===== src/rtl/icache_ctrl_seq.sv =====
`default_nettype none
// ============================================================================
// icache_ctrl_seq : icache maintenance sequencer (bypass/flush/range flush)
//                   with saturating global hit/trans/miss counters.
// Revision: 1.0
// ============================================================================
module icache_ctrl_seq #(
  parameter int NB_BANKS   = 4,
  parameter int ADDR_W     = 32,
  parameter int LINE_BYTES = 16,
  parameter int CNT_W      = 32
) (
  input  logic                clk_i,
  input  logic                rst_ni,
  input  logic                cmd_valid_i,
  output logic                cmd_ready_o,
  input  logic [1:0]          cmd_op_i,
  input  logic [ADDR_W-1:0]   cmd_start_i,
  input  logic [ADDR_W-1:0]   cmd_end_i,
  output logic                done_o,
  output logic                err_o,
  output logic                bypass_req_o,
  input  logic [NB_BANKS-1:0] bypass_ack_i,
  output logic                flush_req_o,
  input  logic [NB_BANKS-1:0] flush_ack_i,
  output logic                sel_flush_req_o,
  output logic [ADDR_W-1:0]   sel_flush_addr_o,
  input  logic [NB_BANKS-1:0] sel_flush_ack_i,
  input  logic [NB_BANKS-1:0] ev_trans_i,
  input  logic [NB_BANKS-1:0] ev_hit_i,
  input  logic                cnt_enable_i,
  input  logic                cnt_clear_i,
  output logic [CNT_W-1:0]    global_trans_cnt_o,
  output logic [CNT_W-1:0]    global_hit_cnt_o,
  output logic [CNT_W-1:0]    global_miss_cnt_o
);

  typedef enum logic [2:0] {
    S_IDLE       = 3'd0,
    S_BYP_WAIT   = 3'd1,
    S_FLUSH_WAIT = 3'd2,
    S_SEL_WAIT   = 3'd3,
    S_DONE       = 3'd4
  } state_e;

  localparam logic [ADDR_W-1:0] LINE_MASK = ~(ADDR_W'(LINE_BYTES - 1));
  localparam logic [ADDR_W-1:0] LINE_INC  = ADDR_W'(LINE_BYTES);

  state_e              state_q, state_d;
  logic                bypass_q, bypass_d;
  logic                flush_q, flush_d;
  logic                sel_q, sel_d;
  logic                err_q, err_d;
  logic [ADDR_W-1:0]   cur_q, cur_d;
  logic [ADDR_W-1:0]   lim_q, lim_d;
  logic [NB_BANKS-1:0] mask_q, mask_d;
  logic [NB_BANKS-1:0] acks;
  logic                all_acked;

  always_ff @(posedge clk_i or negedge rst_ni) begin
    if (!rst_ni) begin
      state_q  <= S_IDLE;
      bypass_q <= 1'b0;
      flush_q  <= 1'b0;
      sel_q    <= 1'b0;
      err_q    <= 1'b0;
      cur_q    <= '0;
      lim_q    <= '0;
      mask_q   <= '0;
    end else begin
      state_q  <= state_d;
      bypass_q <= bypass_d;
      flush_q  <= flush_d;
      sel_q    <= sel_d;
      err_q    <= err_d;
      cur_q    <= cur_d;
      lim_q    <= lim_d;
      mask_q   <= mask_d;
    end
  end

  // Only the ack vector matching the active wait state contributes to the mask.
  always_comb begin
    acks = '0;
    case (state_q)
      S_BYP_WAIT:   acks = bypass_ack_i;
      S_FLUSH_WAIT: acks = flush_ack_i;
      S_SEL_WAIT:   acks = sel_flush_ack_i;
      default:      acks = '0;
    endcase
  end

  assign all_acked = &(mask_q | acks);

  always_comb begin
    state_d  = state_q;
    bypass_d = bypass_q;
    flush_d  = flush_q;
    sel_d    = sel_q;
    err_d    = err_q;
    cur_d    = cur_q;
    lim_d    = lim_q;
    mask_d   = mask_q;
    case (state_q)
      S_IDLE: begin
        if (cmd_valid_i) begin
          mask_d = '0;
          err_d  = 1'b0;
          case (cmd_op_i)
            2'd0: begin
              bypass_d = 1'b1;
              state_d  = S_BYP_WAIT;
            end
            2'd1: begin
              bypass_d = 1'b0;
              state_d  = S_BYP_WAIT;
            end
            2'd2: begin
              flush_d = 1'b1;
              state_d = S_FLUSH_WAIT;
            end
            default: begin
              if (cmd_end_i < cmd_start_i) begin
                err_d   = 1'b1;
                state_d = S_DONE;
              end else begin
                cur_d   = cmd_start_i & LINE_MASK;
                lim_d   = cmd_end_i & LINE_MASK;
                sel_d   = 1'b1;
                state_d = S_SEL_WAIT;
              end
            end
          endcase
        end
      end
      S_BYP_WAIT: begin
        if (all_acked) begin
          mask_d  = '0;
          state_d = S_DONE;
        end else begin
          mask_d = mask_q | acks;
        end
      end
      S_FLUSH_WAIT: begin
        if (all_acked) begin
          mask_d  = '0;
          flush_d = 1'b0;
          state_d = S_DONE;
        end else begin
          mask_d = mask_q | acks;
        end
      end
      S_SEL_WAIT: begin
        if (all_acked) begin
          mask_d = '0;
          if (cur_q == lim_q) begin
            sel_d   = 1'b0;
            state_d = S_DONE;
          end else begin
            cur_d = cur_q + LINE_INC;
          end
        end else begin
          mask_d = mask_q | acks;
        end
      end
      S_DONE:  state_d = S_IDLE;
      default: state_d = S_IDLE;
    endcase
  end

  assign cmd_ready_o      = (state_q == S_IDLE) & rst_ni;
  assign done_o           = (state_q == S_DONE);
  assign err_o            = (state_q == S_DONE) & err_q;
  assign bypass_req_o     = bypass_q;
  assign flush_req_o      = flush_q;
  assign sel_flush_req_o  = sel_q;
  assign sel_flush_addr_o = (state_q == S_SEL_WAIT) ? cur_q : '0;

  // Performance counters
  logic [CNT_W:0]   pc_trans, pc_hit, pc_miss;
  logic [CNT_W-1:0] trans_q, hit_q, miss_q;

  always_comb begin
    pc_trans = '0;
    pc_hit   = '0;
    pc_miss  = '0;
    for (int b = 0; b < NB_BANKS; b++) begin
      pc_trans = pc_trans + (CNT_W+1)'(ev_trans_i[b]);
      pc_hit   = pc_hit   + (CNT_W+1)'(ev_trans_i[b] & ev_hit_i[b]);
      pc_miss  = pc_miss  + (CNT_W+1)'(ev_trans_i[b] & ~ev_hit_i[b]);
    end
  end

  // Increment never exceeds NB_BANKS, so one carry bit is enough to detect overflow.
  function automatic logic [CNT_W-1:0] sat_add(input logic [CNT_W-1:0] a,
                                               input logic [CNT_W:0] inc);
    logic [CNT_W:0] s;
    s = {1'b0, a} + inc;
    return s[CNT_W] ? {CNT_W{1'b1}} : s[CNT_W-1:0];
  endfunction

  always_ff @(posedge clk_i or negedge rst_ni) begin
    if (!rst_ni) begin
      trans_q <= '0;
      hit_q   <= '0;
      miss_q  <= '0;
    end else if (cnt_clear_i) begin
      trans_q <= '0;
      hit_q   <= '0;
      miss_q  <= '0;
    end else if (cnt_enable_i) begin
      trans_q <= sat_add(trans_q, pc_trans);
      hit_q   <= sat_add(hit_q, pc_hit);
      miss_q  <= sat_add(miss_q, pc_miss);
    end
  end

  assign global_trans_cnt_o = trans_q;
  assign global_hit_cnt_o   = hit_q;
  assign global_miss_cnt_o  = miss_q;

endmodule
`default_nettype wire

===== config.mk =====
export PLATFORM = sky130hd
export DESIGN_NAME = icache_ctrl_seq
export DESIGN_NICKNAME = d
export VERILOG_FILES = /design/src/rtl/icache_ctrl_seq.sv
export SDC_FILE = /design/constraint.sdc
export NUM_CORES = 1
export LEC_CHECK = 0
export BUFFER_PORTS_ARGS = -buffer_cell sky130_fd_sc_hd__buf_2
export CAP_MARGIN = 10
export CORE_ASPECT_RATIO = 0.9
export CORE_MARGIN = 1
export CORE_UTILIZATION = 50
export DETAILED_ROUTE_END_ITERATION = 8
export PLACE_DENSITY = 0.75
export SLEW_MARGIN = 5
export SYNTH_ARGS = -nofsm -noshare
export SYNTH_HDL_FRONTEND = slang
export SYNTH_SLANG_ARGS = --single-unit

===== constraint.sdc =====
create_clock -name clk_i -period 3.6 [get_ports clk_i]
set_input_delay 0.36 -clock clk_i [delete_from_list [all_inputs] [get_ports clk_i]]
set_output_delay 0.36 -clock clk_i [all_outputs]
set_load 0.005 [all_outputs]

Yosys cells after proc, flatten, opt, wreduce, memory -nomap -nowiden
Cells that the tools add are included.
{"block": "word_totals", "ff_bits": 167, "output_inout_bits": 134, "wordCells": 118}
{"block": "classes", "n_addsub": 13, "n_lt_le_gt_ge": 1, "n_eq_ne": 16, "mux": 40, "bitwise_logic": 17, "n_reduce_logical": 20}
{"cell": "$mux W32", "count": 15}
{"cell": "$and A1 B33 Y33", "count": 4}
{"cell": "$not A1 Y33", "count": 4}
{"cell": "$add A33 B33 Y33", "count": 3}
{"cell": "$add A32 B4 Y33", "count": 2}
{"cell": "$pmux W32 S2", "count": 1}
{"cell": "$add A32 B33 Y33", "count": 1}
{"cell": "$add A32 B5 Y32 const B", "count": 1}
{"cell": "$eq A32 B32 Y1", "count": 1}
{"cell": "$lt A32 B32 Y1", "count": 1}
{"cell": "$reduce_and A4 Y1", "count": 4}
{"cell": "$mux W3", "count": 5}
{"cell": "$ne A2 B2 Y1 const B", "count": 7}
{"cell": "$pmux W4 S3", "count": 1}
{"cell": "$reduce_and A6 Y1", "count": 2}
{"cell": "$mux W1", "count": 10}
{"cell": "$reduce_bool A2 Y1", "count": 5}
{"cell": "$pmux W3 S3", "count": 1}
{"cell": "$add A3 B1 Y4", "count": 2}
{"cell": "$mux W4", "count": 2}
{"cell": "$pmux W4 S2", "count": 1}
{"cell": "$add A2 B1 Y3", "count": 2}
{"cell": "$and A1 B1 Y1", "count": 6}
{"cell": "$eq A3 B2 Y1 const B", "count": 2}
{"cell": "16 further kinds", "count": 24}

Longest topological paths before layout
Gate-level depths: netlist of run 1.
{"block": "depth", "depth_word": 9, "mapped_depth": 13, "ltp_nobuf": 11}

Least setup slack after synthesis of run 1
No wires, ideal clock.
{"block": "synth_path", "kind": "input port to flip-flop", "from": "input ev_hit_i[0]", "to": "register miss_q[9], in the netlist global_miss_cnt_o[9]", "setup_time_ps": 77, "t_arrival_ps": 3172, "slack_ps": 350, "cell_stages": 12, "cell_sequence": "nand2b_1 -> fa_1 -> fa_1 -> inv_1 -> fa_1 -> nand4_1 -> nor4_4 -> or4b_1 -> and2_1 -> buf_2 -> a31o_2 -> a21oi_1"}
{"block": "synth_via", "elab_chain_cells": 9}
{"item": "from (decl)", "line_no": "30", "text": "input logic [NB_BANKS-1:0] ev_hit_i,"}
{"item": "$not A1 Y33", "line_no": "190", "text": "pc_miss = pc_miss + (CNT_W+1)'(ev_trans_i[b] & ~ev_hit_i[b]);"}
{"item": "$and A1 B33 Y33", "line_no": "190"}
{"item": "$add A33 B33 Y33 (3 in series)", "line_no": "190"}
{"item": "$add A32 B33 Y33", "line_no": "198", "text": "s = {1'b0, a} + inc;"}
{"item": "$mux W32", "line_no": "199", "text": "return s[CNT_W] ? {CNT_W{1'b1}} : s[CNT_W-1:0];"}
{"item": "$mux W32", "line_no": "211", "text": "end else if (cnt_enable_i) begin"}
{"item": "$mux W32", "line_no": "207", "text": "end else if (cnt_clear_i) begin"}
{"item": "to (signal assigned)", "line_no": "214", "text": "miss_q <= sat_add(miss_q, pc_miss);"}
{"item": "to (decl)", "line_no": "181", "text": "logic [CNT_W-1:0] trans_q, hit_q, miss_q;"}
Every way passes these cells. The select of a mux whose other input is x is not followed.
A chain may end at the register's enable or synchronous reset.

Worst setup path in the final report of run 1
{"block": "layout_path", "from": "register miss_q[0], in the netlist global_miss_cnt_o[0]", "to": "register miss_q[17], in the netlist global_miss_cnt_o[17]"}
{"block": "layout_via", "elab_chain_cells": 4}
{"item": "$add A32 B33 Y33", "line_no": "198"}
{"item": "$mux W32", "line_no": "199"}
{"item": "$mux W32", "line_no": "211"}
{"item": "$mux W32", "line_no": "207"}
Every way passes these cells. The select of a mux whose other input is x is not followed.

==> results.md, run 1 <==
* Placed cell area at ~12000 sq um
* Cell with the most instances after synthesis: dfrtp_1
* Number of buffers inserted during clock tree synthesis at 17
* Mean number of vias per cell at approximately 6.2
* Ys flop type: dfrtp_1
* Dominant cells by area after synthesis: dfrtp_1 38%, nor2_1 4.1%, ha_1 4.0%
* Number of hold buffers added after cts at 1
* Width of the chip at around 160 um
* Clk_skew at between 0.01 and 0.015 ns
* Area of all placed cells without fillers at around 13000 sq um
* Path type of the worst setup path: reg2reg
* Final period utilization at 94.0%
* Clock slew at reported path FFs at around 0.07 ns
* Total setup violations reported at the end of the flow at 0
* Total negative setup slack at 0 ns
* Maximum number of pins on one net before global-route repair at ~160
* Starting Density at approximately half
* Power per Cell Area at slightly above 500 nW/um^2
* Count of endpoints failing hold in the final timing report at 0
* Worst min-delay path category: in2reg
* Mapped cell area at ~11000 sq um
* Peak VDD IR at 0.000321 V
* Synth Area per Inst at 8.85 sq um
* Fmax at 0.296 GHz
* Area share of the largest cell type after synthesis at a little under two fifths
* Layout Area Growth over Synthesis at 18.2%
* Synthesized flop and latch total at approximately 160
* Wire length of the first global-routing pass at roughly 50 mm
* Initial detailed-routing violation count at roughly 830
* First-pass iteration count of the detailed router at 5
* Number of standard-cell rows in the floorplan at 50
* Sequential share of the synthesized area at between 30% and 40%
* Measured slew at the worst slew-check pin at 0.921 ns
* Area inside the core boundary at 21000 sq um
* Outcome: complete, no violations
* Routed length per placed instance at 18.6 um
* Total number of nets in the final design at 1553
* Relative max-transition margin at 38.6%
* Insertion delay to the later sink of the worst-skew pair at ~0.44 ns
* Data arrival time at the worst-slack endpoint at 3.73 ns
* H-Tree Depth at 4
* Clock tree root buffer cell: clkbuf_16
* Library cell with the largest summed area after synthesis: dfrtp_1
* Dpl hpwl at ~23 mm
* CP Max Fanout at 8
* Hold_ws at about 0.17 ns
* Global route total overflow at 0
* Count of flip-flops with a built-in enable after synthesis at 0
* Number of primary I/O pins at about 230
* Setup bufs post-CTS at 0
* Critical path endpoint category: flip-flop
* Gate count of the mapped netlist at 1223
* Number of distinct library cells after synthesis at about 80
* GPL Wtd Cong at around 0.9
* Count of warnings emitted by yosys at 0
* Setup repair after global routing missed its margin: no
* Number of global-route vias before repair at 9851
* Commonest cells post-synth: 163 x dfrtp_1, 118 x nor2_1, 95 x nand2_1
* Initial antenna violation count at 3
* Number of maximum-capacitance violations at 0
* Share of flip-flops with an asynchronous set or reset at 100%
* Proportion of layout cells with a drive suffix above 1 at between 20% and 30%
* Count of pins over their slew limit at 0
* Maximum number of buffers from clock root to sink at 2
* Worst Path Required at just under 4 ns
* Post-layout min period at ~3.4 ns
* Final WL at between 30 and 40 mm
* Die Area at about 22000 sq um
* Remaining antenna violation count after routing at 0
* Static leakage power at just under 6 nW
* Post-cts repair resize count at 0
* Count of port buffers added during placement at 220
* Total number of vias at approximately 11k
* Die extent in y at approximately 140 um
* Final Core Density at 60.8%
* Clock sinks at about 160
* Final Power at between 6 and 7 mW
* Category of the worst setup path launch point: flip-flop
* Number of design rule violations left after detail routing at 0
* CTS tree: yes
* Combined global-route utilization of all metal layers at between 20% and 30%
==> stage by stage <==
stage | cells | setup WS, ns
floorplan | 1226 | 0.350
global placement | 1683 | 0.171
detailed placement | 1683 | 0.115
CTS | 1716 | 0.259
global route | 1717 | 0.0198
finish | 1719 | 0.217
==> flip-flops by register name (all words and copies together), names as in the netlist, 3 cells and up <==
name and cells:
global_miss_cnt_o 32, lim_q 28, cur_q 28, global_hit_cnt_o 32
mask_q 4, state_q 3, global_trans_cnt_o 32
==> worst paths after layout <==
kind,to,cells past startpoint,start,slack [ns]
max,global_miss_cnt_o[17],11,global_miss_cnt_o[0],0.22
min,lim_q[6],2,cmd_end_i[6],0.17
max reg2reg,global_miss_cnt_o[17],11,global_miss_cnt_o[0],0.22
min reg2reg,mask_q[3],2,mask_q[3],0.48
max in group asynchronous,cur_q[28],3,rst_ni,2.22
min in group asynchronous,lim_q[7],2,rst_ni,0.27
==> cell usage in the layout (no fill, tap or decap), types with 36 or more instances in the layout <==
cell type  Yosys  final
nor3_1        42     42
inv_1         68     68
a21oi_1       44     43
and3_1        36     36
buf_2         17    218
nor2_1       118    118
a211oi_1      42     42
nand3_1       47     47
nand2_1       95     95
o21ai_0       45     45
dfrtp_1      163    163
==> cell families after synthesis <==
group | Yosys count | synth area share (%)
and+or+nand+nor | 480 | 22.8
AOI/OAI and AO/OA | 303 | 20.3
DFF | 163 | 37.7
buffers and inverters | 151 | 5.85
muxes | 53 | 5.27
adders and majority gates | 44 | 5.71
xor gates and xnor gates | 28 | 2.27
other | 1 | 0.0347
==> worst max-delay path, stage by stage, from the launching register on <==
cell	delay, ns
dfrtp_1	0.37
inv_1	0.07
fa_1	0.50
fa_1	0.45
inv_1	0.08
fa_1	0.24
nand4_1	0.20
nor4_4	0.20
or4b_1	0.49
and2_1	0.29
a31o_2	0.27
a21oi_1	0.12
==> cell type report <==
class	count	area, sq um
sequential	163	4080
clock buffer	17	425
antenna	2	5.00
timing repair buffer	255	1400
inverter	69	259
tap	286	358
multi-input combinational	912	6140
fill	1895	8230
clock inverter	15	124
==> routing by layer <==
| metal | vias up | track usage (%) | wire [um] |
|---|---|---|---|
| li1 | 4936 | - | - |
| met1 | 5134 | 40.9 | 14300 |
| met2 | 473 | 43.4 | 13900 |
| met3 | 61 | 7.54 | 2960 |
| met4 | 2 | 9.96 | 751 |
| met5 | - | 0 | 13 |
==> power by group <==
| group | total (mW) | switching [mW] | leakage [nW] | internal (mW) |
|---|---|---|---|---|
| Combinational | 2.05 | 1.12 | 3.52 | 0.932 |
| Clock | 1.75 | 0.851 | 0.267 | 0.901 |
| Sequential | 2.63 | 0.439 | 2.14 | 2.19 |
Note: power is estimated with default switching activity, not from simulation.
==> inputs of run 2 (changes only) <==
==> constraint.sdc (replaced) <==
create_clock -name clk_i -period 3.6 [get_ports clk_i]
set_input_delay 0.36 -clock clk_i [delete_from_list [all_inputs] [get_ports clk_i]]
set_output_delay 0.36 -clock clk_i [all_outputs]
set_load 0.02 [all_outputs]
==> run 2 against run 1 <==
Against the previous run: core utilization increased by 0.30 points; count of clock-buffer cells in the layout unchanged; sequential power barely moved; combinational power rose by 6%; design area up 0.49%; register-to-register slack improved by 0.04 ns; routed wire length shrank 0.49%; global-route usage is 0.26 points lower; first-iteration DRC count up 9.1%; die area is the same; maximum frequency increased by 1.1%; highest routed layer is now met4.
==> results.md, run 2 (synthesized netlist as in run 1, its figures left out) <==
* Outcome: complete, no violations
* Number of placed cells counting well taps at 1686 (+0.18%)
* H-Tree Depth at 4 (unchanged)
* Routed length per placed instance at 18.5 um (-0.61%)
* CP Max Fanout at 8 (unchanged)
* Clock tree root buffer cell: clkbuf_16
* Number of global-route vias before repair at 9781 (-0.71%)
* Combined global-route utilization of all metal layers at 28.8% (-0.26 points)
* Total number of nets in the final design at 1555 (+0.13%)
* Remaining antenna violation count after routing at 0 (unchanged)
* Power per Cell Area at 521 nW/um^2 (+3.6%)
* Post-layout min period at 3.35 ns (-0.0353 ns)
* Maximum number of buffers from clock root to sink at 2 (unchanged)
* Data arrival time at the worst-slack endpoint at 3.70 ns (-0.03 ns)
* Insertion delay to the later sink of the worst-skew pair at 0.43 ns (about the same)
* Area inside the core boundary at 21000 sq um (unchanged)
* Initial antenna violation count at 2 (-1)
* Final period utilization at 93.0% (-0.98 points)
* Area of all placed cells without fillers at 12800 sq um (+0.49%)
* Mean number of vias per cell at 6.15 (-0.34%)
* Total setup violations reported at the end of the flow at 0 (unchanged)
* Number of primary I/O pins at 225 (unchanged)
* Final Power at 6.70 mW (+4.1%)
* Number of design rule violations left after detail routing at 0 (unchanged)
* Worst setup margin at 0.253 ns (+0.0353 ns)
* First-pass iteration count of the detailed router at 5 (unchanged)
* Fmax at 0.299 GHz (+1.1%)
* Measured slew at the worst slew-check pin at 1.02 ns (+0.0960 ns)
* Die extent in y at 142 um (unchanged)
* Number of cells on the worst hold path at 2 (unchanged)
* Die Area at 22200 sq um (unchanged)
* GPL Wtd Cong at 0.916 (+0.19%)
* Static leakage power at 5.97 nW (+0.58%)
* Number of cells on the worst reg-to-reg path at 11 (unchanged)
* Count of endpoints failing hold in the final timing report at 0 (unchanged)
* Leading cell type in the layout, fill and taps excluded: buf_2
* Category of the worst setup path launch point: flip-flop
* Clock slew at reported path FFs at 0.07 ns (about the same)
* Maximum number of pins on one net before global-route repair at 141 (-13%)
* Peak VDD IR at 0.000315 V (-2.1%)
* Path type of the worst setup path: reg2reg
* Setup bufs post-CTS at 0 (unchanged)
* Number of buffers inserted during clock tree synthesis at 17 (unchanged)
* Total number of vias at 10.6k (-0.23%)
* Proportion of layout cells with a drive suffix above 1 at 23.9% (+0.11 points)
* Placed cell area at 12200 sq um (+0.18%)
* Reg2Reg Setup Slack at 0.25 ns (+0.04 ns)
* Worst Path Required at 3.96 ns (about the same)
* Critical path endpoint category: flip-flop
* Starting Density at 51.5% (unchanged)
* Number of standard-cell rows in the floorplan at 50 (unchanged)
* Clk_skew at 0.0144 ns (+0.00306 ns)
* Count of pins over their slew limit at 0 (unchanged)
* Setup WS pre-CTS at 0.129 ns (+0.0137 ns)
* Worst min-delay path category: in2reg
* Clock sinks at 163 (unchanged)
* Count of port buffers added during placement at 220 (unchanged)
* Wire length of the first global-routing pass at 50.9 mm (-0.38%)
* Relative max-transition margin at 32.2% (-6.4 points)
* Number of maximum-capacitance violations at 0 (unchanged)
* Post-route insts no fill at 1721 (+0.12%)
* Total negative setup slack at 0 ns (unchanged)
* Setup repair after global routing missed its margin: no
* Fillers at 1857 (-2.0%)
* Global route total overflow at 0 (unchanged)
* Final WL at 31.8 mm (-0.49%)
* Commonest non-fill, non-tap cells in the layout: 218 x buf_2, 163 x dfrtp_1, 118 x nor2_1
* Width of the chip at 157 um (unchanged)
* Layout Area Growth over Synthesis at 18.7%
* Dpl hpwl at 22.7 mm (+0.24%)
* CTS tree: yes
* Initial detailed-routing violation count at 900 (+9.1%)
[run 2: changes by cell type in the layout (fill, tap and decap cells not counted), sizes merged]
cell and change:
buf +2, bufinv +2, clkinv -2, inv +1
clkinvlp -1
[run 2: critical path, stage by stage, from the launching register on]
cell     delay [ns]
dfrtp_1        0.38
inv_1          0.07
fa_1           0.50
fa_1           0.45
inv_1          0.08
fa_1           0.24
nand4_1        0.20
nor4_4         0.21
or4b_1         0.48
and2_1         0.28
a31o_2         0.28
a21oi_1        0.11
[run 2: layout make-up]
cell class	count	area, sq um	area share, %
multi-input combinational	912	6140	47.8
sequential	163	4080	31.7
timing repair buffer	257	1420	11.0
clock buffer	17	425	3.31
tap	286	358	2.79
inverter	69	259	2.02
clock inverter	15	171	1.33
antenna	2	5.00	0.0390
[run 2: final timing paths]
| path | from | endpoint |
|---|---|---|
| max | global_miss_cnt_o[0] | global_miss_cnt_o[9] |
| max reg2reg | global_miss_cnt_o[0] | global_miss_cnt_o[9] |
| min | cmd_end_i[9] | lim_q[9] |
| min reg2reg | err_q | err_q |
| max in group asynchronous | rst_ni | lim_q[23] |
| min in group asynchronous | rst_ni | lim_q[7] |
[run 2: what timing repair did]
item / in CTS / in global routing
hold buffers: 1 / 0
gates resized for setup: 0 / 0
endpoints found under the hold margin: 23 / 0
[run 2: power breakdown]
group / leakage [nW] / total, mW / internal, mW / switching [mW]
combinational: 3.53 / 2.18 / 0.942 / 1.24
sequential: 2.14 / 2.62 / 2.19 / 0.433
clock: 0.292 / 1.89 / 1.04 / 0.844
total: 5.97 / 6.70 / 4.18 / 2.52
[run 2: metrics by stage]
step | util (%) | hold WS (ns)
5_1_grt | 61.1 | 0.175
2_1_floorplan | - | 0.0644
3_3_place_gp | 58.2 | 0.235
4_1_cts | 61.1 | 0.168
6_report | 61.1 | 0.178
3_5_place_dp | 58.2 | 0.240
[run 2: metal layers]
metal	vias up	track usage [%]	part of all wire, %
li1	4936	-	-
met1	5092	41.8	45
met2	496	42.6	44
met3	58	5.93	8.9
met4	0	10.1	2.4
met5	-	0	0
